`src/rtl/vga_scan_timing.sv`:
```
// Pixel-clock scan generator: horizontal/vertical counters, visible-area flag,
// registered DAC output stage with matching sync delay, and frame-rate strobes.
module vga_scan_timing #(
  parameter int unsigned H_ACTIVE = 640,
  parameter int unsigned H_FP     = 16,
  parameter int unsigned H_SYNC   = 96,
  parameter int unsigned H_BP     = 48,
  parameter int unsigned V_ACTIVE = 480,
  parameter int unsigned V_FP     = 10,
  parameter int unsigned V_SYNC   = 2,
  parameter int unsigned V_BP     = 33
) (
  input  logic       clk,
  input  logic       reset_n,
  input  logic [5:0] color,
  output logic [9:0] colPos,
  output logic [9:0] rowPos,
  output logic       on,
  output logic       hsync,
  output logic       vsync,
  output logic [5:0] rgb,
  output logic       vblank_pulse,
  output logic [7:0] frame_cnt
);

  localparam int unsigned H_TOTAL = H_ACTIVE + H_FP + H_SYNC + H_BP;
  localparam int unsigned V_TOTAL = V_ACTIVE + V_FP + V_SYNC + V_BP;

  localparam logic [9:0] HLast   = 10'(H_TOTAL - 1);
  localparam logic [9:0] VLast   = 10'(V_TOTAL - 1);
  localparam logic [9:0] HActive = 10'(H_ACTIVE);
  localparam logic [9:0] VActive = 10'(V_ACTIVE);
  localparam logic [9:0] HsStart = 10'(H_ACTIVE + H_FP);
  localparam logic [9:0] HsEnd   = 10'(H_ACTIVE + H_FP + H_SYNC - 1);
  localparam logic [9:0] VsStart = 10'(V_ACTIVE + V_FP);
  localparam logic [9:0] VsEnd   = 10'(V_ACTIVE + V_FP + V_SYNC - 1);

  logic [9:0] h_q, h_d;
  logic [9:0] v_q, v_d;
  logic [7:0] frame_q, frame_d;
  logic [5:0] rgb_q, rgb_d;
  logic       hsync_q, hsync_d;
  logic       vsync_q, vsync_d;
  logic       vblank_q, vblank_d;
  logic       h_wrap, v_wrap, on_now;

  // Next-state for counters and the one-clk-delayed output stage.
  always_comb begin
    h_wrap  = (h_q == HLast);
    v_wrap  = (v_q == VLast);
    on_now  = (h_q < HActive) && (v_q < VActive);
    h_d     = h_wrap ? 10'd0 : h_q + 10'd1;
    v_d     = v_q;
    if (h_wrap) begin
      v_d = v_wrap ? 10'd0 : v_q + 10'd1;
    end
    frame_d = (h_wrap && v_wrap) ? frame_q + 8'd1 : frame_q;
    // Blanking is forced black regardless of what the renderer returns.
    rgb_d    = on_now ? color : 6'd0;
    hsync_d  = !((h_q >= HsStart) && (h_q <= HsEnd));
    vsync_d  = !((v_q >= VsStart) && (v_q <= VsEnd));
    vblank_d = (h_q == 10'd0) && (v_q == VActive);
  end

  // State registers; reset clears everything at once, no line completion.
  always_ff @(posedge clk or negedge reset_n) begin
    if (!reset_n) begin
      h_q      <= 10'd0;
      v_q      <= 10'd0;
      frame_q  <= 8'd0;
      rgb_q    <= 6'd0;
      hsync_q  <= 1'b1;
      vsync_q  <= 1'b1;
      vblank_q <= 1'b0;
    end else begin
      h_q      <= h_d;
      v_q      <= v_d;
      frame_q  <= frame_d;
      rgb_q    <= rgb_d;
      hsync_q  <= hsync_d;
      vsync_q  <= vsync_d;
      vblank_q <= vblank_d;
    end
  end

  assign colPos       = h_q;
  assign rowPos       = v_q;
  assign on           = on_now;
  assign hsync        = hsync_q;
  assign vsync        = vsync_q;
  assign rgb          = rgb_q;
  assign vblank_pulse = vblank_q;
  assign frame_cnt    = frame_q;

endmodule
```
`config.mk`:
```
export PLATFORM = sky130hd
export DESIGN_NAME = vga_scan_timing
export DESIGN_NICKNAME = d
export VERILOG_FILES = /design/src/rtl/vga_scan_timing.sv
export SDC_FILE = /design/constraint.sdc
export NUM_CORES = 1
export LEC_CHECK = 0
export CORE_MARGIN = 1
export CORE_UTILIZATION = 46
export CTS_CLUSTER_DIAMETER = 50
export CTS_CLUSTER_SIZE = 30
export DETAILED_ROUTE_END_ITERATION = 12
export DONT_BUFFER_PORTS = 1
export HOLD_SLACK_MARGIN = 0.02
export PLACE_DENSITY = 0.65
export SLEW_MARGIN = 20
export SYNTH_ARGS = -nofsm -noshare
export SYNTH_HDL_FRONTEND = slang
export SYNTH_SLANG_ARGS = --single-unit
```
`constraint.sdc`:
```
create_clock -name clk -period 4.2 [get_ports clk]
set_clock_uncertainty 0.2 [all_clocks]
set_input_delay 0.84 -clock clk [delete_from_list [all_inputs] [get_ports clk]]
set_output_delay 0.84 -clock clk [all_outputs]
set_load 0.005 [all_outputs]
```
* Word-level counts from Yosys, hierarchy flattened
Cells that the tools add are included.
** Storage, ports and cells
- Bits in registers :: 37
- Bits of input ports :: 8
** Operators by class
- Add/sub/neg operators :: 3
- Magnitude comparators :: 6
- Equality and inequality tests :: 3
- Multiplexer cells :: 3
- Reduce and logical (&&, ||, !) cells :: 8
** Operator list (count)
- $add A10 B1 Y10 const B :: 2
- $eq A10 B10 Y1 const B :: 2
- $mux W10 :: 2
- $eq A10 B9 Y1 const B :: 1
- $ge A10 B10 Y1 const B :: 1
- $ge A10 B9 Y1 const B :: 1
- $le A10 B10 Y1 const B :: 1
- $le A10 B9 Y1 const B :: 1
- $logic_not A10 Y1 :: 1
- $lt A10 B10 Y1 const B :: 1
- $lt A10 B9 Y1 const B :: 1
- $add A8 B1 Y8 const B :: 1
- $mux W6 :: 1
- $logic_and A1 B1 Y1 :: 5
- $logic_not A1 Y1 :: 2

* Longest topological paths before layout
- Depth in word-level cells :: 3
- Depth in mapped cells :: 7
- Gate-level depth less buffers :: 6

* Least setup slack after synthesis
Ideal clock, no wire load.
- Path kind :: register to register
- From :: register h_q[7] (netlist: colPos[7])
- To :: register frame_q[1] (netlist: frame_cnt[1])
- Arrival :: 2.071 ns
- Data required time :: 3.872 ns
- Path slack :: 1.802 ns
- Cell stages (with the launch flop) :: 7
- Path buffers :: 2
- Period minus slack after synthesis :: 2.398 ns
- Cell sequence :: dfrtp_1 or4b_1 buf_2 or3_1 buf_2 nor2_2 mux2_1
** Between the ends
- Longest elaborated chain between the ends :: 2
** RTL lines
- start: declaration :: line 38 : logic [9:0] h_q, h_d;
- start signal: assignment :: line 68 : h_q <= 10'd0;
- start signal: assignment :: line 76 : h_q <= h_d;
- $eq A10 B10 Y1 :: line 49 : h_wrap = (h_q == HLast);
- $logic_and A1 B1 Y1 :: line 57 : frame_d = (h_wrap && v_wrap) ? frame_q + 8'd1 : frame_q;
- end signal: assignment :: line 78 : frame_q <= frame_d;
- end: declaration :: line 40 : logic [7:0] frame_q, frame_d;
No other way between the ends.
A chain may end at the register's enable or synchronous reset.

* Final worst setup path
Ends and elaborated chain as after synthesis.

==> summary.md <==
| Metric | Value |
|---|---|
| CP max stage delay | `670 ps` |
| FF+latch count, synth | `37` |
| Number of top-level pins | `46` |
| Status | `completed` |
| Number of antenna diodes | `0` |
| Die footprint | `0.00396 sq mm` |
| Crit path DAT | `2590 ps` |
| Root Driver | `clkbuf_8` |
| Post-CTS setup buffers | `0` |
| Final hold violation count | `0` |
| Vias | `1194` |
| Antenna violations before repair | `0` |
| Residual DRC | `0` |
| Cts repair resizes | `0` |
| Vias in the first global route | `1088` |
| Layout Nets | `173` |
| Die height | `62.9 um` |
| DRT antenna net count | `0` |
| Worst Path Class, Setup | `reg -> reg` |
| Die W | `62.9 um` |
| Clock transition at path regs | `70 ps` |
| Layout cell share with drive strength beyond 1 | `8.70%` |
| Finish-stage setup viols | `0` |
| Synth Cell Area | `0.00171 sq mm` |
| Gr usage total | `17.9%` |
| Largest area contributor in the netlist | `dfrtp_1` |
| Minimum clock period | `2620 ps` |
| R2R Setup Slk | `1580 ps` |
| WP data required | `4170 ps` |
| Async set-reset flop share out of synthesis | `100%` |
| Share of the synthesized area in the top cell type | `51.3%` |
| Reg2reg end | `frame_cnt[1]` |
| Grt ovf | `0` |
| Hold Slack | `39.8 ps` |
| Fmax | `382 MHz` |
| Largest net degree at the start of global routing | `38` |
| FILL cells | `303` |
| Ys Warns | `0` |
| Syn_nets | `171` |
| Sink Count | `37` |
| Total power density per cell area | `366 mW/mm^2` |
| Synth Flop Type | `dfrtp_1` |
| Rel. slew slack | `40.8%` |
| Avg Inst Size Synth | `10.8 sq um` |
| Synth top area cells | `dfrtp_1 51%, xor2_1 6.7%, nand3_1 3.8%, ha_1 3.7%, xnor2_1 3.6%` |
| Crit end category | `flop` |
| Vias/cell | `5.77` |
| Final non-filler cell total | `207` |
| Iteration-0 DRC count of the detailed router | `44` |
| Sequential area share after synthesis | `54.4%` |
| Starting density of the core | `49.6%` |
| Count leader, synth | `dfrtp_1` |
| Total CTS buffers | `5` |
| Worst-path cell chain | `or4b_1 > or3_1 > nor2_2 > mux2_1` |
| Peak fanout along the critical path | `10` |
| Register area | `928 sq um` |
| Rows | `21` |
| Critical R2R Launch | `colPos[7]` |
| Final Util | `54.3%` |
| Placed Cells incl. Taps | `198` |
| CTS tree | `done` |
| Max-Cap Viols | `0` |
| Setup TNS Final | `0 ps` |
| Pre-CTS setup slack | `1600 ps` |
| Worst hold path class | `in -> async` |
| Crit. Startpoint | `colPos[7]` |
| Gpl congestion | `0.833` |
| Fin crit share | `62.4%` |
| EDFF count, synth | `0` |
| Critical Path Start Type | `flop` |
| Design Power | `0.683 mW` |
| Placed cell area | `0.00174 sq mm` |
| CTS max path bufs | `2` |
| Synth top cells by count | `35 x dfrtp_1, 13 x nand3_1, 13 x xor2_1` |
| Worst-path cell with the longest stage delay | `or4b_1` |
| Tightest Pin Transition | `882 ps` |
| First-pass GRT wire length | `5390 um` |
| Leak pwr | `0.829 nW` |
| Unrepaired setup endpoints after global routing | `false` |
| First drt pass iteration count | `4` |
| Gate Count Post-Synth | `158` |
| CP Capture Point | `frame_cnt[1]` |
| H-tree depth | `2` |
| R2R cell count | `4` |
| Footprint of the multi-input gates | `722 sq um` |
| Detailed Place HPWL | `2330 um` |
| Port buffer count | `0` |
| Area of the core | `0.00344 sq mm` |
| Average wire per cell in the routed design | `16.0 um` |
| Area Overhead vs Synth | `9.46%` |
| Cell area after layout | `0.00187 sq mm` |
| Post-route setup slack | `1580 ps` |
| Final number of max-transition violations | `0` |
| Synth unique cells | `32` |
| Worst IR drop on VDD | `0.198 mV` |
| Clk_lat worst skew | `290 ps` |
| Final wirelength | `3310 um` |
-- layout make-up --
class / instances / area share [%]
clock buffers: 6 / 4.42
clock inverters: 2 / 2.01
inverters: 8 / 1.61
multi-input cells: 107 / 38.6
flip-flops and latches: 37 / 49.7
well taps: 46 / 3.08
repair buffers: 1 / 0.536
-- layout by cell type (no fill, tap or decap), types with 3 or more instances in the layout --
cell type	netlist	routed
inv_1	8	8
o21ai_0	5	5
and2_1	7	7
nor2_1	9	9
nor3_1	7	7
dfrtp_1	35	35
nand4_1	7	7
nand3_1	13	13
xor2_1	13	13
xnor2_1	7	7
ha_1	5	5
clkbuf_8	0	6
nor4_1	5	5
nor4_2	3	3
nand2_1	9	9
-- power breakdown --
part / internal [mW] / switching (mW) / leakage (nW)
Clock: 0.193 / 0.125 / 0.0574
Sequential: 0.359 / 0.00137 / 0.482
Combinational: 0.00204 / 0.00246 / 0.290
-- worst min-delay path by stage --
stage | endpoint | slack [ps] | cells after the start
6_report | colPos[7] | 40 | 0
4_1_cts | colPos[5] | 30 | 0
3_5_place_dp | frame_cnt[7] | 290 | 1
3_3_place_gp | frame_cnt[7] | 280 | 1
2_1_floorplan | frame_cnt[7] | 260 | 1
5_1_grt | colPos[7] | 20 | 0
-- worst max-delay path: cells and delay by family (launching register included) --
| family | cells | cell delay (ps) |
|---|---|---|
| DFF | 1 | 470 |
| and+or+nand+nor | 3 | 1480 |
| muxes | 1 | 350 |
-- cells by family (layout without fill, tap and decap cells) --
kind of cell,count (synthesis),in the layout,share of synthesized area (%)
simple gates,71,71,24.0
buf+inv,14,17,3.30
mux,1,1,0.660
fa+ha+maj,5,5,3.67
xor+xnor,20,20,10.3
flops,37,37,54.4
compound gates,10,10,3.74
-- layer usage --
| layer | part of all wire (%) | global-route usage [%] | up-vias |
|---|---|---|---|
| li1 | - | - | 558 |
| met1 | 46 | 23.6 | 588 |
| met2 | 44 | 24.7 | 43 |
| met3 | 7.9 | 8.58 | 5 |
| met4 | 1.5 | 7.85 | 0 |
| met5 | 0 | 0 | - |
-- flip-flops by register name, indices dropped and copies added, names as in the netlist --
name	flops
vblank_pulse	1
rowPos	10
rgb	6
hsync	1
vsync	1
colPos	10
frame_cnt	8
-- what timing repair did --
item | CTS | global route
endpoints found under the hold margin | 0 | 10
endpoints found under the setup margin | 0 | 0
hold buffers | 0 | 1
Note: power is estimated with default switching activity, not from simulation.
